`src/rtl/reg_file_2r1w.sv`:
```
// rtl/reg_file_2r1w.sv - RV32I integer register file, 2 async read ports, 1 sync write port
// Optional write-through forwarding when REGFILE_BYPASS_EN is defined.
module reg_file_2r1w #(
    parameter int XLEN  = 32,
    parameter int NREGS = 32,
    parameter int AW    = 5
) (
    input  logic            clk,
    input  logic            rst_n,
    input  logic [AW-1:0]   ra1,
    input  logic [AW-1:0]   ra2,
    output logic [XLEN-1:0] rd1,
    output logic [XLEN-1:0] rd2,
    input  logic            we,
    input  logic [AW-1:0]   wa,
    input  logic [XLEN-1:0] wd,
    input  logic [AW-1:0]   dbg_a,
    output logic [XLEN-1:0] dbg_d
);

    if (NREGS != 2 ** AW) begin : g_bad_cfg
        $error("reg_file_2r1w: NREGS must equal 2**AW");
    end

    // x0 has no storage; reads of address 0 are forced to zero below
    logic [XLEN-1:0] mem [1:NREGS-1];
    logic            fwd_en;

    always_ff @(posedge clk) begin
        if (!rst_n) begin
            for (int i = 1; i < NREGS; i++) begin
                mem[i] <= '0;
            end
        end else if (we && (wa != '0)) begin
            mem[wa] <= wd;
        end
    end

`ifdef REGFILE_BYPASS_EN
    assign fwd_en = rst_n && we && (wa != '0);
`else
    assign fwd_en = 1'b0;
`endif

    assign rd1   = (ra1 == '0)   ? '0 : (fwd_en && (ra1 == wa))   ? wd : mem[ra1];
    assign rd2   = (ra2 == '0)   ? '0 : (fwd_en && (ra2 == wa))   ? wd : mem[ra2];
    assign dbg_d = (dbg_a == '0) ? '0 : (fwd_en && (dbg_a == wa)) ? wd : mem[dbg_a];

endmodule
```
`config.mk`:
```
export PLATFORM = sky130hd
export DESIGN_NAME = reg_file_2r1w
export DESIGN_NICKNAME = d
export VERILOG_FILES = /design/src/rtl/reg_file_2r1w.sv
export SDC_FILE = /design/constraint.sdc
export NUM_CORES = 2
export LEC_CHECK = 0
export CORE_MARGIN = 8
export CORE_UTILIZATION = 45
export DETAILED_ROUTE_END_ITERATION = 7
export PLACE_DENSITY = 0.62
export SETUP_SLACK_MARGIN = 0.3
export SLEW_MARGIN = 0
export SYNTH_ARGS = -nofsm -noshare
export SYNTH_HDL_FRONTEND = slang
export SYNTH_SLANG_ARGS = --single-unit
```
`constraint.sdc`:
```
create_clock -name clk -period 8.6 [get_ports clk]
set_clock_uncertainty 0.1 [all_clocks]
set_input_delay 0.86 -clock clk [delete_from_list [all_inputs] [get_ports clk]]
set_output_delay 0.86 -clock clk [all_outputs]
set_load 0.02 [all_outputs]
```
==> impl_metrics.env <==
export IMPL_cts_htree_levels=3
export IMPL_power_leakage_uw=0.0238
export IMPL_avgViaCountPerCell=6.91
export IMPL_netlist_instances=4330
export IMPL_setup_ws_ps=2140
export IMPL_grt_pass1_vias=41700
export IMPL_hold_end="mem[10][10]"
export IMPL_fillers=11600
export IMPL_slew_violations=9
export IMPL_groute_usage_overall=0.301
export IMPL_drt_wl_total_um=233000
export IMPL_cts_repair_resized=0
export IMPL_fin_nets=4321
export IMPL_grt_pass1_wl_um=325000
export IMPL_grt_overflow_total=0
export IMPL_multi_input_area_um2=30300
export IMPL_start_kind="input port"
export IMPL_drt_initial_drc_count=5846
export IMPL_violations="max-capacitance violations, max-slew violations"
export IMPL_hpwl_um=139000
export IMPL_hold_viol_final=0
export IMPL_worstMarginPinSlew_ps=1540
export IMPL_cts_setup_buffers=0
export IMPL_path_class="in -> out"
export IMPL_grt_antenna_before_repair=22
export IMPL_rsz0062_at_grt="false"
export IMPL_dieArea_um2=151000
export IMPL_syn_to_final_growth_pct=11.2
export IMPL_status="finished with violations"
export IMPL_cts_root_buf="clkbuf_16"
export IMPL_max_cap_violations=1
export IMPL_cts_hold_buffers_added=0
export IMPL_cp_arrival_ps=5500
export IMPL_gp_congestion=0.896
export IMPL_cp_slowest_cell="a311oi_1"
export IMPL_drc_errors=0
export IMPL_fin_area_um2=69600
export IMPL_cts_clk_slew_worst_paths_ps=60
export IMPL_io_buffers=150
export IMPL_ir_drop_uv=167
export IMPL_p_per_area_nw_per_um2=186
export IMPL_largest_register_ffs=1024
export IMPL_setup_viol=0
export IMPL_ff_latch_area_um2=30700
export IMPL_setup_tns_ps=0
export IMPL_top_register="mem"
export IMPL_syn_area_um2=62600
export IMPL_crit_chain="clkdlybuf4s50_1, buf_4, and2_4, buf_4, a22o_1, a2111oi_0, a311oi_1, clkdlybuf4s50_1"
export IMPL_ys_ff_latch=1024
export IMPL_drt_wirelength_per_cell_um=37.8
export IMPL_cts_tree="yes"
export IMPL_dp_slack_ps=2280
export IMPL_max_freq_ghz=0.155
export IMPL_vias=42700
export IMPL_whs_path_depth=2
export IMPL_fp_dieH_um=389
export IMPL_critPathTopFamily="buffers and inverters"
export IMPL_core_um2=139000
export IMPL_relSlewSlack=-0.0332
export IMPL_top_regs="mem: 1024 flops"
export IMPL_worstHoldStart="rst_n"
export IMPL_period_needed_ps=6460
export IMPL_syn_area_per_cell_um2=14.5
export IMPL_cp_required_ps=7640
export IMPL_ys_warn_count=0
export IMPL_drtPass1Iterations=8
export IMPL_ys_seq_area_frac=0.491
export IMPL_finalCritPeriodShare=0.751
export IMPL_critPathMaxStageDelay_ps=1060
export IMPL_placed_cell_area_um2=66100
export IMPL_rows=137
export IMPL_end_kind="output pin"
export IMPL_path_buf_inv=4
export IMPL_synth_distinct_cells=42
export IMPL_detail_route_antenna_nets=0
export IMPL_start_util=0.451
export IMPL_grt_max_degree=93
export IMPL_drive_above_1_share=0.245
export IMPL_hp_class="in -> reg"
export IMPL_cts_made_buffers=113
export IMPL_cts_sinks=1024
export IMPL_crit_path_max_fanout=30
export IMPL_clockBufferDepth=3
export IMPL_die_x_um=389
export IMPL_io_pin_count=151
[layer usage]
| layer | share of wire | vias to the layer above | global-route usage |
|---|---|---|---|
| li1 | - | 17000 | - |
| met1 | 0.37 | 22100 | 0.400 |
| met2 | 0.45 | 3061 | 0.457 |
| met3 | 0.12 | 579 | 0.0770 |
| met4 | 0.063 | 8 | 0.158 |
| met5 | 0.00020 | - | 0 |
[where the power goes]
group          internal [µW]  total (µW)  switching, µW
registers               5780        5990            207
clock network           2670        4760           2090
logic                    929        2220           1290
total                   9380       13000           3590
[final cells by class]
| type | count | share of cell area |
|---|---|---|
| inverters | 26 | 0.00140 |
| clock buffers | 142 | 0.0428 |
| diodes | 12 | 0.000431 |
| well taps | 1807 | 0.0325 |
| flip-flops and latches | 1024 | 0.442 |
| clock inverters | 61 | 0.00757 |
| repair buffers | 286 | 0.0381 |
| multi-input cells | 2815 | 0.435 |
[kinds of logic (layout without fill, tap and decap cells)]
family | Yosys count | after routing | synth area share
AND/OR/NAND/NOR | 1246 | 1246 | 0.121
multiplexers | 1048 | 1048 | 0.293
flip-flops | 1024 | 1024 | 0.491
buffers and inverters | 522 | 515 | 0.0375
AO/OA/AOI/OAI | 489 | 489 | 0.0572
other | 1 | 44 | 0.0000599
[cells in the mapped netlist]
master / instances / area share
a221oi_1: 25 / 0.0035
nor4_1: 25 / 0.0025
or2_2: 1 / 0.00010
a211oi_1: 60 / 0.0072
nor4b_2: 1 / 0.00024
nand2b_1: 3 / 0.00030
mux4_2: 622 / 0.22
clkbuf_1: 331 / 0.020
nor4b_1: 1 / 0.00014
o22ai_1: 69 / 0.0069
mux2i_1: 361 / 0.058
a22o_1: 62 / 0.0087
mux2_2: 65 / 0.012
nand3_1: 7 / 0.00056
buf_6: 18 / 0.0032
a311oi_1: 5 / 0.00070
buf_2: 86 / 0.0069
nand2_1: 23 / 0.0014
nand4b_1: 2 / 0.00028
nand4_1: 1 / 0.00010
and4b_1: 1 / 0.00016
and2_1: 1012 / 0.10
or3_1: 4 / 0.00040
a2111oi_0: 30 / 0.0042
buf_1: 22 / 0.0013
nand3b_1: 5 / 0.00060
a31oi_1: 3 / 0.00030
a21oi_1: 64 / 0.0051
o221ai_1: 27 / 0.0038
o32ai_1: 17 / 0.0024
a22oi_1: 72 / 0.0086
edfxtp_1: 1024 / 0.49
o21ai_0: 31 / 0.0025
inv_1: 26 / 0.0016
nor2_1: 62 / 0.0037
clkbuf_4: 1 / 0.00012
nor2b_1: 56 / 0.0056
nor3_1: 39 / 0.0031
buf_4: 38 / 0.0046
a211o_1: 24 / 0.0034
or3b_2: 3 / 0.00042
conb_1: 1 / 0.000060
[stage by stage]
stage,total power (µW),utilization,hold slack [ps],cells
3_5_place_dp,8270,0.476,1270,5958
2_1_floorplan,7350,-,859,4361
5_1_grt,13200,0.501,506,6162
4_1_cts,13000,0.501,492,6161
6_report,13000,0.501,522,6173
3_3_place_gp,8240,0.476,1270,5954
[cell usage in the layout (no fill, tap or decap), types with 32 or more instances in the layout]
cell             count
edfxtp_1          1024
a22o_1              62
nor2_4              34
clkbuf_16          115
clkdlybuf4s50_1    138
a21oi_1             64
and2_1            1010
buf_4              126
mux4_2             622
mux2i_1            361
o22ai_1             69
mux2_2              65
nor3_1              39
a22oi_1             72
conb_1              32
a211oi_1            60
nor2b_1             50
[worst max-delay path by stage]
stage	from	to	depth (start not counted)
floorplan	wa[1]	mem[20][0]	3
detailed placement	ra1[3]	rd1[7]	9
global route	ra1[3]	rd1[23]	8
finish	ra1[3]	rd1[23]	8
CTS	ra1[3]	rd1[7]	9
global placement	ra1[3]	rd1[9]	9
Power figures use the tool's default switching activity.
